===== src/rtl/piso_serializer_pkg.sv =====
// Shared types and helpers for the PISO serializer family.
// Optional feature macro used by this block: PISO_PARITY_EN (appends a parity bit).
package piso_pkg;

  // Largest frame width the serializer is meant to be built with.
  localparam int WIDTH_MAX = 64;

  // Frame FSM states; ST_PAR is only reachable when PISO_PARITY_EN is defined.
  typedef enum logic [1:0] {
    ST_IDLE  = 2'd0,
    ST_SHIFT = 2'd1,
    ST_PAR   = 2'd2
  } piso_state_e;

  // Counter width able to hold 0..width inclusive.
  function automatic int cnt_w(input int width);
    return $clog2(width + 1);
  endfunction

endpackage


===== src/rtl/piso_serializer_if.sv =====
// Load handshake and serial output bundle of the PISO serializer.
// Optional feature macro affecting the attached serializer: PISO_PARITY_EN.
//
// Handshake: a frame transfers on every rising clock edge where load_valid
// and load_ready are both high. load_valid, parallel_in and msb_first must be
// held stable by the source until that edge; load_ready may change freely and
// does not depend combinationally on load_valid.
interface piso_serializer_if
  import piso_pkg::*;
#(
  parameter int WIDTH = 8
) ();

  logic             enable;
  logic             load_valid;
  logic             load_ready;
  logic [WIDTH-1:0] parallel_in;
  logic             msb_first;
  logic             serial_out;
  logic             serial_valid;
  logic             busy;
  logic             frame_done;
  piso_state_e      dbg_state;

  // Source / controller side.
  modport master (
    output enable, load_valid, parallel_in, msb_first,
    input  load_ready, serial_out, serial_valid, busy, frame_done, dbg_state
  );

  // Serializer side.
  modport slave (
    input  enable, load_valid, parallel_in, msb_first,
    output load_ready, serial_out, serial_valid, busy, frame_done, dbg_state
  );

endinterface


===== src/rtl/piso_serializer_frame_counter.sv =====
// Bit-position counter for serial framing: cleared at frame start, stepped per
// transferred bit, saturating at WIDTH. last_o flags bit position WIDTH-1.
// Not affected by PISO_PARITY_EN; the parity cycle simply does not step it.
module piso_frame_counter
  import piso_pkg::*;
#(
  parameter int WIDTH = 8
) (
  input  logic                      clk,
  input  logic                      reset_n,
  input  logic                      clear_i,
  input  logic                      step_i,
  output logic [cnt_w(WIDTH)-1:0]   cnt_o,
  output logic                      last_o
);

  localparam int CW = cnt_w(WIDTH);

  logic [CW-1:0] cnt_q;
  logic [CW-1:0] cnt_d;

  // Next count: clear wins over step; never runs past WIDTH.
  always_comb begin
    cnt_d = cnt_q;
    if (clear_i) begin
      cnt_d = '0;
    end else if (step_i && (cnt_q != CW'(WIDTH))) begin
      cnt_d = cnt_q + 1'b1;
    end
  end

  // Count register with asynchronous active-low reset.
  always_ff @(posedge clk or negedge reset_n) begin
    if (!reset_n) begin
      cnt_q <= '0;
    end else begin
      cnt_q <= cnt_d;
    end
  end

  assign cnt_o  = cnt_q;
  assign last_o = (cnt_q == CW'(WIDTH - 1));

endmodule


===== src/rtl/piso_serializer.sv =====
// Parametrised parallel-in/serial-out serializer with valid/ready load,
// per-frame bit order, frame_done, gap-free back-to-back frames and an
// enable input that freezes all state.
// Optional feature macro: PISO_PARITY_EN (one parity bit after the data bits,
// sense chosen by ODD_PARITY). Default build has no parity stage.
module piso_serializer
  import piso_pkg::*;
#(
  parameter int WIDTH      = 8,
  parameter bit ODD_PARITY = 1'b0
) (
  input  logic               clk,
  input  logic               reset_n,
  piso_serializer_if.slave   bus
);

  localparam int CW = cnt_w(WIDTH);

  piso_state_e      state_q;
  logic [WIDTH-1:0] shift_q;
  logic [WIDTH-1:0] shift_d;
  logic             order_q;
  logic [CW-1:0]    cnt;
  logic             cnt_last;
  logic             last_data;
  logic             frame_last;
  logic             load_ready;
  logic             accept;
  logic             cnt_step;
  logic             serial_bit;

`ifdef PISO_PARITY_EN
  logic parity_q;
  logic parity_d;
  assign parity_d   = (^bus.parallel_in) ^ ODD_PARITY;
  // The parity cycle closes the frame.
  assign frame_last = (state_q == ST_PAR);
`else
  logic unused_odd_parity;
  assign unused_odd_parity = ODD_PARITY;
  assign frame_last        = last_data;
`endif

  assign last_data  = (state_q == ST_SHIFT) && cnt_last;
  // reset_n keeps load_ready low while reset is asserted even if enable is high.
  assign load_ready = reset_n & bus.enable & ((state_q == ST_IDLE) | frame_last);
  assign accept     = bus.load_valid & load_ready;
  assign cnt_step   = bus.enable & (state_q == ST_SHIFT) & ~accept;

  // Shift toward whichever end feeds serial_out, zero-filling behind.
  assign shift_d = order_q ? {shift_q[WIDTH-2:0], 1'b0}
                           : {1'b0, shift_q[WIDTH-1:1]};

  piso_frame_counter #(
    .WIDTH (WIDTH)
  ) u_frame_counter (
    .clk     (clk),
    .reset_n (reset_n),
    .clear_i (accept),
    .step_i  (cnt_step),
    .cnt_o   (cnt),
    .last_o  (cnt_last)
  );

  // Frame FSM plus data/order/parity latches; nothing moves while enable is low.
  always_ff @(posedge clk or negedge reset_n) begin
    if (!reset_n) begin
      state_q  <= ST_IDLE;
      shift_q  <= '0;
      order_q  <= 1'b0;
`ifdef PISO_PARITY_EN
      parity_q <= 1'b0;
`endif
    end else if (bus.enable) begin
      if (accept) begin
        state_q  <= ST_SHIFT;
        shift_q  <= bus.parallel_in;
        order_q  <= bus.msb_first;
`ifdef PISO_PARITY_EN
        parity_q <= parity_d;
`endif
      end else begin
        unique case (state_q)
          ST_SHIFT: begin
            shift_q <= shift_d;
            if (cnt_last) begin
`ifdef PISO_PARITY_EN
              state_q <= ST_PAR;
`else
              state_q <= ST_IDLE;
`endif
            end
          end
          ST_PAR:  state_q <= ST_IDLE;
          default: state_q <= ST_IDLE;
        endcase
      end
    end
  end

  // Output bit select: data bit in SHIFT, parity in PAR, 0 when idle.
  always_comb begin
    serial_bit = 1'b0;
    case (state_q)
      ST_SHIFT: serial_bit = order_q ? shift_q[WIDTH-1] : shift_q[0];
`ifdef PISO_PARITY_EN
      ST_PAR:   serial_bit = parity_q;
`endif
      default:  serial_bit = 1'b0;
    endcase
  end

  assign bus.serial_out   = serial_bit;
  assign bus.serial_valid = bus.enable & (state_q != ST_IDLE);
  assign bus.busy         = (state_q != ST_IDLE);
  assign bus.frame_done   = bus.enable & frame_last;
  assign bus.load_ready   = load_ready;
  assign bus.dbg_state    = state_q;

endmodule

===== src/flat_wrapper.sv =====
// flat-port wrapper written by rule: the top's interface ports become plain ports
module piso_serializer_flat import piso_pkg::*;
#(
  parameter int WIDTH      = 8,
  parameter bit ODD_PARITY = 1'b0
)
  (clk, reset_n, bus_enable, bus_load_valid, bus_parallel_in, bus_msb_first, bus_load_ready, bus_serial_out, bus_serial_valid, bus_busy, bus_frame_done, bus_dbg_state);
  piso_serializer_if #(.WIDTH(WIDTH)) bus_i ();
  input  logic clk;
  input  logic reset_n;
  input wire logic [$bits(bus_i.enable)-1:0] bus_enable;
  input wire logic [$bits(bus_i.load_valid)-1:0] bus_load_valid;
  input wire logic [$bits(bus_i.parallel_in)-1:0] bus_parallel_in;
  input wire logic [$bits(bus_i.msb_first)-1:0] bus_msb_first;
  output wire logic [$bits(bus_i.load_ready)-1:0] bus_load_ready;
  output wire logic [$bits(bus_i.serial_out)-1:0] bus_serial_out;
  output wire logic [$bits(bus_i.serial_valid)-1:0] bus_serial_valid;
  output wire logic [$bits(bus_i.busy)-1:0] bus_busy;
  output wire logic [$bits(bus_i.frame_done)-1:0] bus_frame_done;
  output wire logic [$bits(bus_i.dbg_state)-1:0] bus_dbg_state;
  assign bus_i.enable = bus_enable;
  assign bus_i.load_valid = bus_load_valid;
  assign bus_i.parallel_in = bus_parallel_in;
  assign bus_i.msb_first = bus_msb_first;
  assign bus_load_ready = bus_i.load_ready;
  assign bus_serial_out = bus_i.serial_out;
  assign bus_serial_valid = bus_i.serial_valid;
  assign bus_busy = bus_i.busy;
  assign bus_frame_done = bus_i.frame_done;
  assign bus_dbg_state = bus_i.dbg_state;
  piso_serializer #(.WIDTH(WIDTH), .ODD_PARITY(ODD_PARITY)) u_core (.clk(clk), .reset_n(reset_n), .bus(bus_i));
endmodule

===== config.mk =====
export PLATFORM = sky130hd
export DESIGN_NAME = piso_serializer_flat
export DESIGN_NICKNAME = d
export VERILOG_FILES = /design/src/rtl/piso_serializer_pkg.sv /design/src/rtl/piso_serializer_if.sv /design/src/rtl/piso_serializer_frame_counter.sv /design/src/rtl/piso_serializer.sv /design/src/flat_wrapper.sv
export SDC_FILE = /design/constraint.sdc
export NUM_CORES = 1
export LEC_CHECK = 0
export ABC_CLOCK_PERIOD_IN_PS = 1800
export BUFFER_PORTS_ARGS = -buffer_cell sky130_fd_sc_hd__buf_2
export CORE_AREA = 2 2 45 47
export CTS_CLUSTER_DIAMETER = 200
export DETAILED_ROUTE_END_ITERATION = 8
export DIE_AREA = 0 0 47 49
export PLACE_DENSITY = 0.74
export SLEW_MARGIN = 20
export SYNTH_ARGS = -nofsm -noshare
export SYNTH_HDL_FRONTEND = slang
export SYNTH_SLANG_ARGS = --single-unit

===== constraint.sdc =====
create_clock -name clk -period 1.8 [get_ports clk]
set_clock_uncertainty 0.05 [all_clocks]
set_input_delay 0.18 -clock clk [delete_from_list [all_inputs] [get_ports clk]]
set_output_delay 0.18 -clock clk [all_outputs]
set_load 0.05 [all_outputs]

==> results of run 1 <==
-- layout make-up --
cell class	count	share of cell area (%)
clock buffers	4	3.47
flip-flops and latches	14	33.6
inverters	6	2.15
repair buffers	23	12.7
multi-input cells	59	44.9
well taps	27	3.23
-- cell families (layout without fill, tap and decap cells) --
kind of cell             count (synthesis)  count (layout)  synth area share, %
flip-flops                              14              14                 39.2
AND/OR/NAND/NOR                         15              15                 11.6
adder cells (fa/ha/maj)                  2               2                 2.80
AO/OA/AOI/OAI                           25              25                 15.8
multiplexers                            16              16                 21.1
buffers and inverters                   13              33                 8.96
other                                    1               1                0.420
-- layout by cell type (no fill, tap or decap), drive strengths merged --
cell type	count
nor2b	1
nor2	1
dfrtp	14
buf	21
conb	1
nand2	3
nand3	4
mux2	8
a21oi	18
mux2i	8
a311oi	1
inv	6
a31oi	1
and4b	1
nand4	1
clkbuf	5
ha	2
dlygate4sd3	1
and3b	1
o21ai	5
or3	1
nand3b	2
-- through the flow --
| step | setup WS [ps] | area [µm²] |
|---|---|---|
| 2_1_floorplan | 2.89 | 900 |
| 3_3_place_gp | 240 | 996 |
| 3_5_place_dp | 197 | 996 |
| 4_1_cts | 58.8 | 1040 |
| 5_1_grt | 27.9 | 1050 |
| 6_report | 98.9 | 1050 |
-- report_power, final --
| part | total [mW] | internal [mW] | switching (mW) |
|---|---|---|---|
| sequential | 0.659 | 0.466 | 0.193 |
| combinational | 0.891 | 0.412 | 0.479 |
| clock | 0.219 | 0.123 | 0.0965 |
-- worst register-to-register path, stage by stage (launching register included) --
cell	delay, ps
dfrtp_1	390
ha_1	250
nand3b_4	120
a21oi_4	160
buf_4	180
mux2_2	340
-- cells in the mapped netlist, types with 2 or more instances --
cell / instances / share of area [%]
a21oi_1: 17 / 9.5
dfrtp_1: 14 / 39
mux2i_1: 8 / 9.0
inv_1: 5 / 2.1
mux2_4: 5 / 8.4
o21ai_0: 5 / 2.8
nand3_1: 4 / 2.2
buf_2: 3 / 1.7
buf_4: 3 / 2.5
mux2_2: 3 / 3.8
ha_1: 2 / 2.8
nand2_1: 2 / 0.84
-- layer usage --
metal  routed length [µm]  global-route usage, %  vias to the layer above
li1                     -                      -                      345
met1                  770                   22.9                      313
met2                  745                   24.4                       24
met3                   80                   3.33                        4
met4                   38                   9.72                        0
met5                    0                      0                        -
-- state kept, by name, summed over array words and instances (netlist names) --
signal,flops
u_core.shift_q,8
u_core.u_frame_counter.cnt_o,4
u_core.bus.dbg_state,1
u_core.order_q,1
-- final timing paths --
check                      cells after the start                         endpoint  slack [ps]                       startpoint
min reg2reg                                    2  u_core.u_frame_counter.cnt_o[1]         550  u_core.u_frame_counter.cnt_o[1]
max in group asynchronous                      3          u_core.bus.dbg_state[0]        1170                          reset_n
min in group asynchronous                      3                u_core.shift_q[4]         350                          reset_n
max reg2reg                                    5                u_core.shift_q[6]         190  u_core.u_frame_counter.cnt_o[0]
max                                            6                   bus_load_ready         100                          reset_n
min                                            2                u_core.shift_q[7]          80               bus_parallel_in[7]
-- repair_timing --
| action | 4_1_cts | 5_1_grt |
|---|---|---|
| gates resized for setup | 0 | 2 |
| hold buffers | 1 | 0 |
| endpoints found under the hold margin | 14 | 0 |
| setup endpoints to repair | 0 | 2 |
==> flow_metrics.tcl, run 1 <==
set metrics [dict create \
    worstSetupPathType "in -> out" \
    rows 16 \
    critical_path_buf_inv_count 4 \
    cts_max_path_buffers 2 \
    cts_root_buffer "clkbuf_4" \
    peakVddDrop_mv 0.628 \
    numCtsBuffers 3 \
    multiInputGateArea_um2 469 \
    cts.sinks 14 \
    insertion_delay_ps 270 \
    yosysSeqAreaShare_pct 39.2 \
    insertedDiodeCount 0 \
    grt_start_max_net_pins 16 \
    hold_violations 0 \
    crit_path_max_incr_delay_ps 520 \
    syn-cell-area_um2 893 \
    synth_ff_type "dfrtp_1" \
    tns_ps 0 \
    dieArea_mm2 0.00230 \
    dr_total_vias 686 \
    drt_first_pass_iters 4 \
    track_usage_pct 16.9 \
    max_freq_ghz 0.588 \
    crit_slowest_cell "dlygate4sd3_1" \
    grt-ovfl-total 0 \
    fin_util_pct 56.8 \
    post-place-cells 128 \
    grt_setup_unrepaired "false" \
    die_y_um 49 \
    nFillCells 171 \
    drc 0 \
    cp_max_fo 15 \
    syn_area_per_cell_um2 10.4 \
    synth.distinct_cells 27 \
    hold_slack_ps 81.9 \
    path_delay_family "buffers and inverters" \
    routedWlPerCell_um 12.3 \
    synth_edf_count 0 \
    drive_gt1_share_pct 39.6 \
    fin_nets 122 \
    finalCriticalPeriod_ps 1700 \
    htree_levels 1 \
    grt_pass1_vias 629 \
    pin_count 20 \
    max_cap_violations 0 \
    syn_nets 101 \
    regArea_um2 352 \
    synth_warnings 0 \
    power_leakage_nw 0.492 \
    syn_inst 86 \
    crit_chain "dlygate4sd3_1 -> buf_2 -> buf_4 -> nand2_1 -> a21oi_2 -> clkbuf_4" \
    path_clk_slew_ps 80 \
    routabilityCongestion 0.748 \
    startpoint_type "input pin" \
    min_path_type "in -> reg" \
    grt_pass1_wl_um 2750 \
    async_flop_share_pct 100 \
    slew_violations 0 \
    cp_data_required_time_ps 1570 \
    setup_viol 0 \
    yosys_register_bits 14 \
    postCtsSetupBuffers 0 \
    arrival_ps 1470 \
    drt_iter0_drc 20 \
    start_util_pct 48.5 \
    antenna_left 0 \
    die_w_um 47 \
    power_mw 1.77 \
    end_kind "primary output" \
    vias_per_cell 5.16 \
    fin_cells 133 \
    core_area_mm2 0.00184 \
    synthToLayoutAreaGrowth_pct 17.1 \
    cts_tree "yes" \
    dp_hpwl_um 1260 \
    status "completed" \
    power.density_mw_per_mm2 1690 \
    wirelength_um 1630 \
    layout_worst_path_cycle_share_pct 94.5 \
    port_buffers 18 \
    antenna_found_initial 0 \
]
No activity file was read; power rests on OpenSTA's default activity.
==> run 2, diff against run 1 <==
- RECOVER_POWER: not set -> 100
==> flow_metrics.tcl, run 2 (synthesis gave the netlist of run 1 again) <==
set metrics [dict create \
    tns_ps 0 \
    mostFrequentLayoutCells "18 x a21oi_1, 13 x dfrtp_1, 12 x buf_2, 8 x mux2i_1" \
    vias_per_cell 5.14 \
    arrival_ps 1490 \
    power.density_mw_per_mm2 1680 \
    antenna_found_initial 0 \
    routedWlPerCell_um 12.3 \
    port_buffers 18 \
    worstSetupPathType "in -> out" \
    postCtsSetupBuffers 0 \
    cp_max_fo 15 \
    fin_nets 122 \
    crit_chain "dlygate4sd3_1 -> buf_2 -> buf_4 -> nand2_1 -> a21oi_1 -> clkbuf_4" \
    nFillCells 183 \
    path_delay_family "buffers and inverters" \
    power_mw 1.69 \
    dr_wl_met2_um 729 \
    finalCriticalPeriod_ps 1720 \
    setup_viol 0 \
    cts_root_buffer "clkbuf_4" \
    crit_path_max_incr_delay_ps 520 \
    drc 0 \
    cts_tree "yes" \
    max_freq_ghz 0.581 \
    slew_violations 0 \
    critical_path_buf_inv_count 4 \
    die_y_um 49 \
    min_path_type "in -> reg" \
    drt_first_pass_iters 4 \
    peakVddDrop_mv 0.587 \
    dr_total_vias 683 \
    pin_count 20 \
    status "completed" \
    grt_setup_unrepaired "false" \
    core_area_mm2 0.00184 \
    grt-ovfl-total 0 \
    grt_start_max_net_pins 16 \
    cts.sinks 14 \
    track_usage_pct 16.9 \
    routabilityCongestion 0.748 \
    cts_max_path_buffers 2 \
    grt_pass1_wl_um 2750 \
    htree_levels 1 \
    numCtsBuffers 3 \
    grt_pass1_vias 629 \
    largest_reg_flops 8 \
    hold_violations 0 \
    dieArea_mm2 0.00230 \
    final_common_cell "a21oi_1" \
    wl_met3_um 70 \
    antenna_left 0 \
    insertedDiodeCount 0 \
    worst_pin_slew_ps 593 \
    dp_hpwl_um 1260 \
    drive_gt1_share_pct 31.1 \
    slew_headroom_pct 60.7 \
    layout_worst_path_cycle_share_pct 95.6 \
    startpoint_type "input pin" \
    insertion_delay_ps 270 \
    crit_slowest_cell "dlygate4sd3_1" \
    synthToLayoutAreaGrowth_pct 13.0 \
    die_w_um 47 \
    drt_iter0_drc 23 \
    wl_met1_um 802 \
    rows 16 \
    wirelength_um 1640 \
    top_layer "met4" \
    start_util_pct 48.5 \
    top_register "u_core.shift_q" \
    max_cap_violations 0 \
    cp_data_required_time_ps 1570 \
    power_leakage_nw 0.469 \
    end_kind "primary output" \
    path_clk_slew_ps 80 \
]
-- run 2: cell types whose count changed in the layout (fill, tap and decap cells not counted), sizes merged --
cell,previous run,this run
buf,21,16
clkbuf,5,10
-- run 2: final timing paths --
kind / start / endpoint / slack, ps / depth (start not counted)
hold reg to reg: u_core.u_frame_counter.cnt_o[1] / u_core.u_frame_counter.cnt_o[1] / 550 / 2
hold / removal: bus_parallel_in[5] / u_core.shift_q[5] / 70 / 2
setup / recovery: reset_n / bus_load_ready / 80 / 6
setup reg to reg: u_core.u_frame_counter.cnt_o[0] / u_core.shift_q[1] / 180 / 5
min in group asynchronous: reset_n / u_core.shift_q[4] / 340 / 3
max in group asynchronous: reset_n / u_core.bus.dbg_state[0] / 1170 / 3
-- run 2: worst register-to-register path, cell delays in order, from the launching register on --
cell and delay, ps:
dfrtp_1 390, ha_1 250, nand3b_4 100, a21oi_1 190
buf_4 190, mux2_2 330
-- run 2: through the flow --
stage,setup WS [ps],instance area (µm²),std cells,hold slack [ps],utilization (%)
5_1_grt,18.0,1010,133,60.4,54.8
4_1_cts,58.8,1040,133,77.1,56.6
2_1_floorplan,2.89,900,86,-166,-
6_report,80.1,1010,133,66.7,54.8
3_3_place_gp,240,996,128,120,54.1
3_5_place_dp,197,996,128,112,54.1
-- run 2: cell type report --
class / count / area (µm²) / area share (%)
clock buffer: 4 / 36.3 / 3.59
inverter: 6 / 22.5 / 2.23
multi-input combinational: 59 / 435 / 43.1
sequential: 14 / 352 / 34.8
tap: 27 / 33.8 / 3.35
timing repair buffer: 23 / 130 / 12.9
-- run 2: routing by layer --
| metal | vias up | global-route usage [%] |
|---|---|---|
| met5 | - | 0 |
| met4 | 0 | 9.72 |
| met3 | 4 | 3.33 |
| met2 | 19 | 24.4 |
| met1 | 316 | 22.9 |
| li1 | 344 | - |
-- run 2: timing repair --
action,CTS,global route
endpoints found under the hold margin,14,0
resized for setup,0,2
setup endpoints to repair,0,2
hold buffers,1,0
-- run 2: power by group --
| part | internal [mW] | switching (mW) | total (mW) |
|---|---|---|---|
| sequential | 0.466 | 0.188 | 0.654 |
| combinational | 0.350 | 0.467 | 0.817 |
| clock | 0.123 | 0.0991 | 0.222 |
| total | 0.939 | 0.754 | 1.69 |
==> run 3, diff against run 2 <==
- BUFFER_PORTS_ARGS: -buffer_cell sky130_fd_sc_hd__buf_2 -> -buffer_cell sky130_fd_sc_hd__buf_4
- SKIP_LAST_GASP: not set -> 1
==> flow_metrics.tcl, run 3 (synthesis gave the netlist of run 1 again) <==
set metrics [dict create \
    status "completed" \
    dr_total_vias 698 \
    hold_violations 0 \
    drt_first_pass_iters 4 \
    vias_per_cell 5.33 \
    post-place-cells 127 \
    worst_pin_slew_ps 589 \
    crit_chain "dlygate4sd3_1 -> buf_4 -> buf_4 -> nand2_1 -> a21oi_2 -> clkbuf_4" \
    cts_max_path_buffers 2 \
    routabilityCongestion 0.695 \
    cts_tree "yes" \
    grt_start_max_net_pins 16 \
    intPower_mw 0.917 \
    pwr-share-seq_pct 38.9 \
    synthToLayoutAreaGrowth_pct 17.5 \
    antenna_found_initial 0 \
    mostFrequentLayoutCells "16 x a21oi_1, 15 x buf_4, 14 x dfrtp_1, 8 x mux2i_1" \
    power.share.clock_pct 10.2 \
    nFillCells 172 \
    slew_violations 0 \
    crit_slowest_cell "dlygate4sd3_1" \
    power_leakage_nw 0.472 \
    htree_levels 1 \
    path_depth 6 \
    drive_gt1_share_pct 30.8 \
    cpMostUsedCell "buf_4" \
    fin_cells 131 \
    cp_max_fo 15 \
    switchingPower_mw 0.749 \
    cts.sinks 14 \
    max_freq_ghz 0.596 \
    drc 0 \
    hold_depth 2 \
    worstSetupPathType "in -> out" \
    startpoint_type "input pin" \
    fin_nets 121 \
    port_buffers 18 \
    dieArea_mm2 0.00230 \
    insertedDiodeCount 0 \
    hold_buffers 1 \
    grt-ovfl-total 0 \
    cts_resized 0 \
    slew_headroom_pct 60.9 \
    power.density_mw_per_mm2 1590 \
    min_path_type "in -> reg" \
    end_kind "primary output" \
    grt_pass1_wl_um 2830 \
    rows 16 \
    numCtsBuffers 3 \
    crit_path_max_incr_delay_ps 520 \
    dp_hpwl_um 1200 \
    tns_ps 0 \
    grt_setup_unrepaired "false" \
    die_w_um 47 \
    switching_share_pct 45.0 \
    top_register "u_core.shift_q" \
    cp_data_required_time_ps 1570 \
    path_delay_family "buffers and inverters" \
    arrival_ps 1450 \
    reg2regPathDepth 5 \
    track_usage_pct 17.1 \
    path_clk_slew_ps 80 \
    drt_iter0_drc 12 \
    wirelength_um 1570 \
    start_util_pct 48.5 \
    final_common_cell "a21oi_1" \
    pin_count 20 \
    setup_viol 0 \
    peakVddDrop_mv 0.672 \
    combPwrFrac_pct 50.8 \
    finalCriticalPeriod_ps 1680 \
    core_area_mm2 0.00184 \
    die_y_um 49 \
    cts_root_buffer "clkbuf_4" \
    postCtsSetupBuffers 0 \
    critical_path_buf_inv_count 4 \
    antenna_left 0 \
    grt_pass1_vias 695 \
    largest_reg_flops 8 \
    routedWlPerCell_um 12.0 \
    insertion_delay_ps 280 \
    max_cap_violations 0 \
    layout_worst_path_cycle_share_pct 93.2 \
]
==> run 3: cell types whose count changed in the layout (fill, tap and decap cells not counted), sizes merged <==
cell,change
clkbuf,-2
==> run 3: per-layer routing <==
metal  GRT usage [%]  wire length, µm  vias to the layer above
li1                -                -                      338
met1            21.5              680                      326
met2            26.5              743                       29
met3            2.59               97                        5
met4            10.2               53                        0
met5               0                0                        -
==> run 3: final timing paths <==
kind	start	slack, ps	endpoint
max	reset_n	120	bus_load_ready
min	bus_parallel_in[2]	60	u_core.shift_q[2]
max reg2reg	u_core.u_frame_counter.cnt_o[1]	190	u_core.shift_q[7]
min reg2reg	u_core.shift_q[0]	540	u_core.shift_q[0]
max in group asynchronous	reset_n	1200	u_core.shift_q[6]
min in group asynchronous	reset_n	330	u_core.u_frame_counter.cnt_o[2]
==> run 3: per-stage QoR <==
step	cell area, µm²	hold slack [ps]	total power [mW]	setup WS (ps)	utilization (%)
2_1_floorplan	900	-166	1.39	2.89	-
5_1_grt	1050	62.9	1.82	24.7	57.0
3_5_place_dp	1050	96.5	1.59	197	56.8
4_1_cts	1080	66.7	1.77	118	58.6
6_report	1050	62.0	1.67	123	57.0
3_3_place_gp	1050	102	1.57	244	56.8
==> run 3: layout make-up <==
class                   count  area [µm²]  area share (%)
inverters                   6        22.5            2.15
clock buffers               3        22.5            2.15
flip-flops and latches     14         350            33.4
repair buffers             22         170            16.2
multi-input cells          59         450            42.9
well taps                  27        33.8            3.22
==> run 3: power groups by stage <==
| stage | clock network (mW) | logic, mW | registers [mW] |
|---|---|---|---|
| after floorplan | 0 | 0.778 | 0.616 |
| after global placement | 0 | 0.915 | 0.654 |
| after detailed placement | 0 | 0.931 | 0.655 |
| after CTS | 0.180 | 0.936 | 0.649 |
| after global routing | 0.194 | 0.945 | 0.681 |
| final | 0.170 | 0.847 | 0.649 |
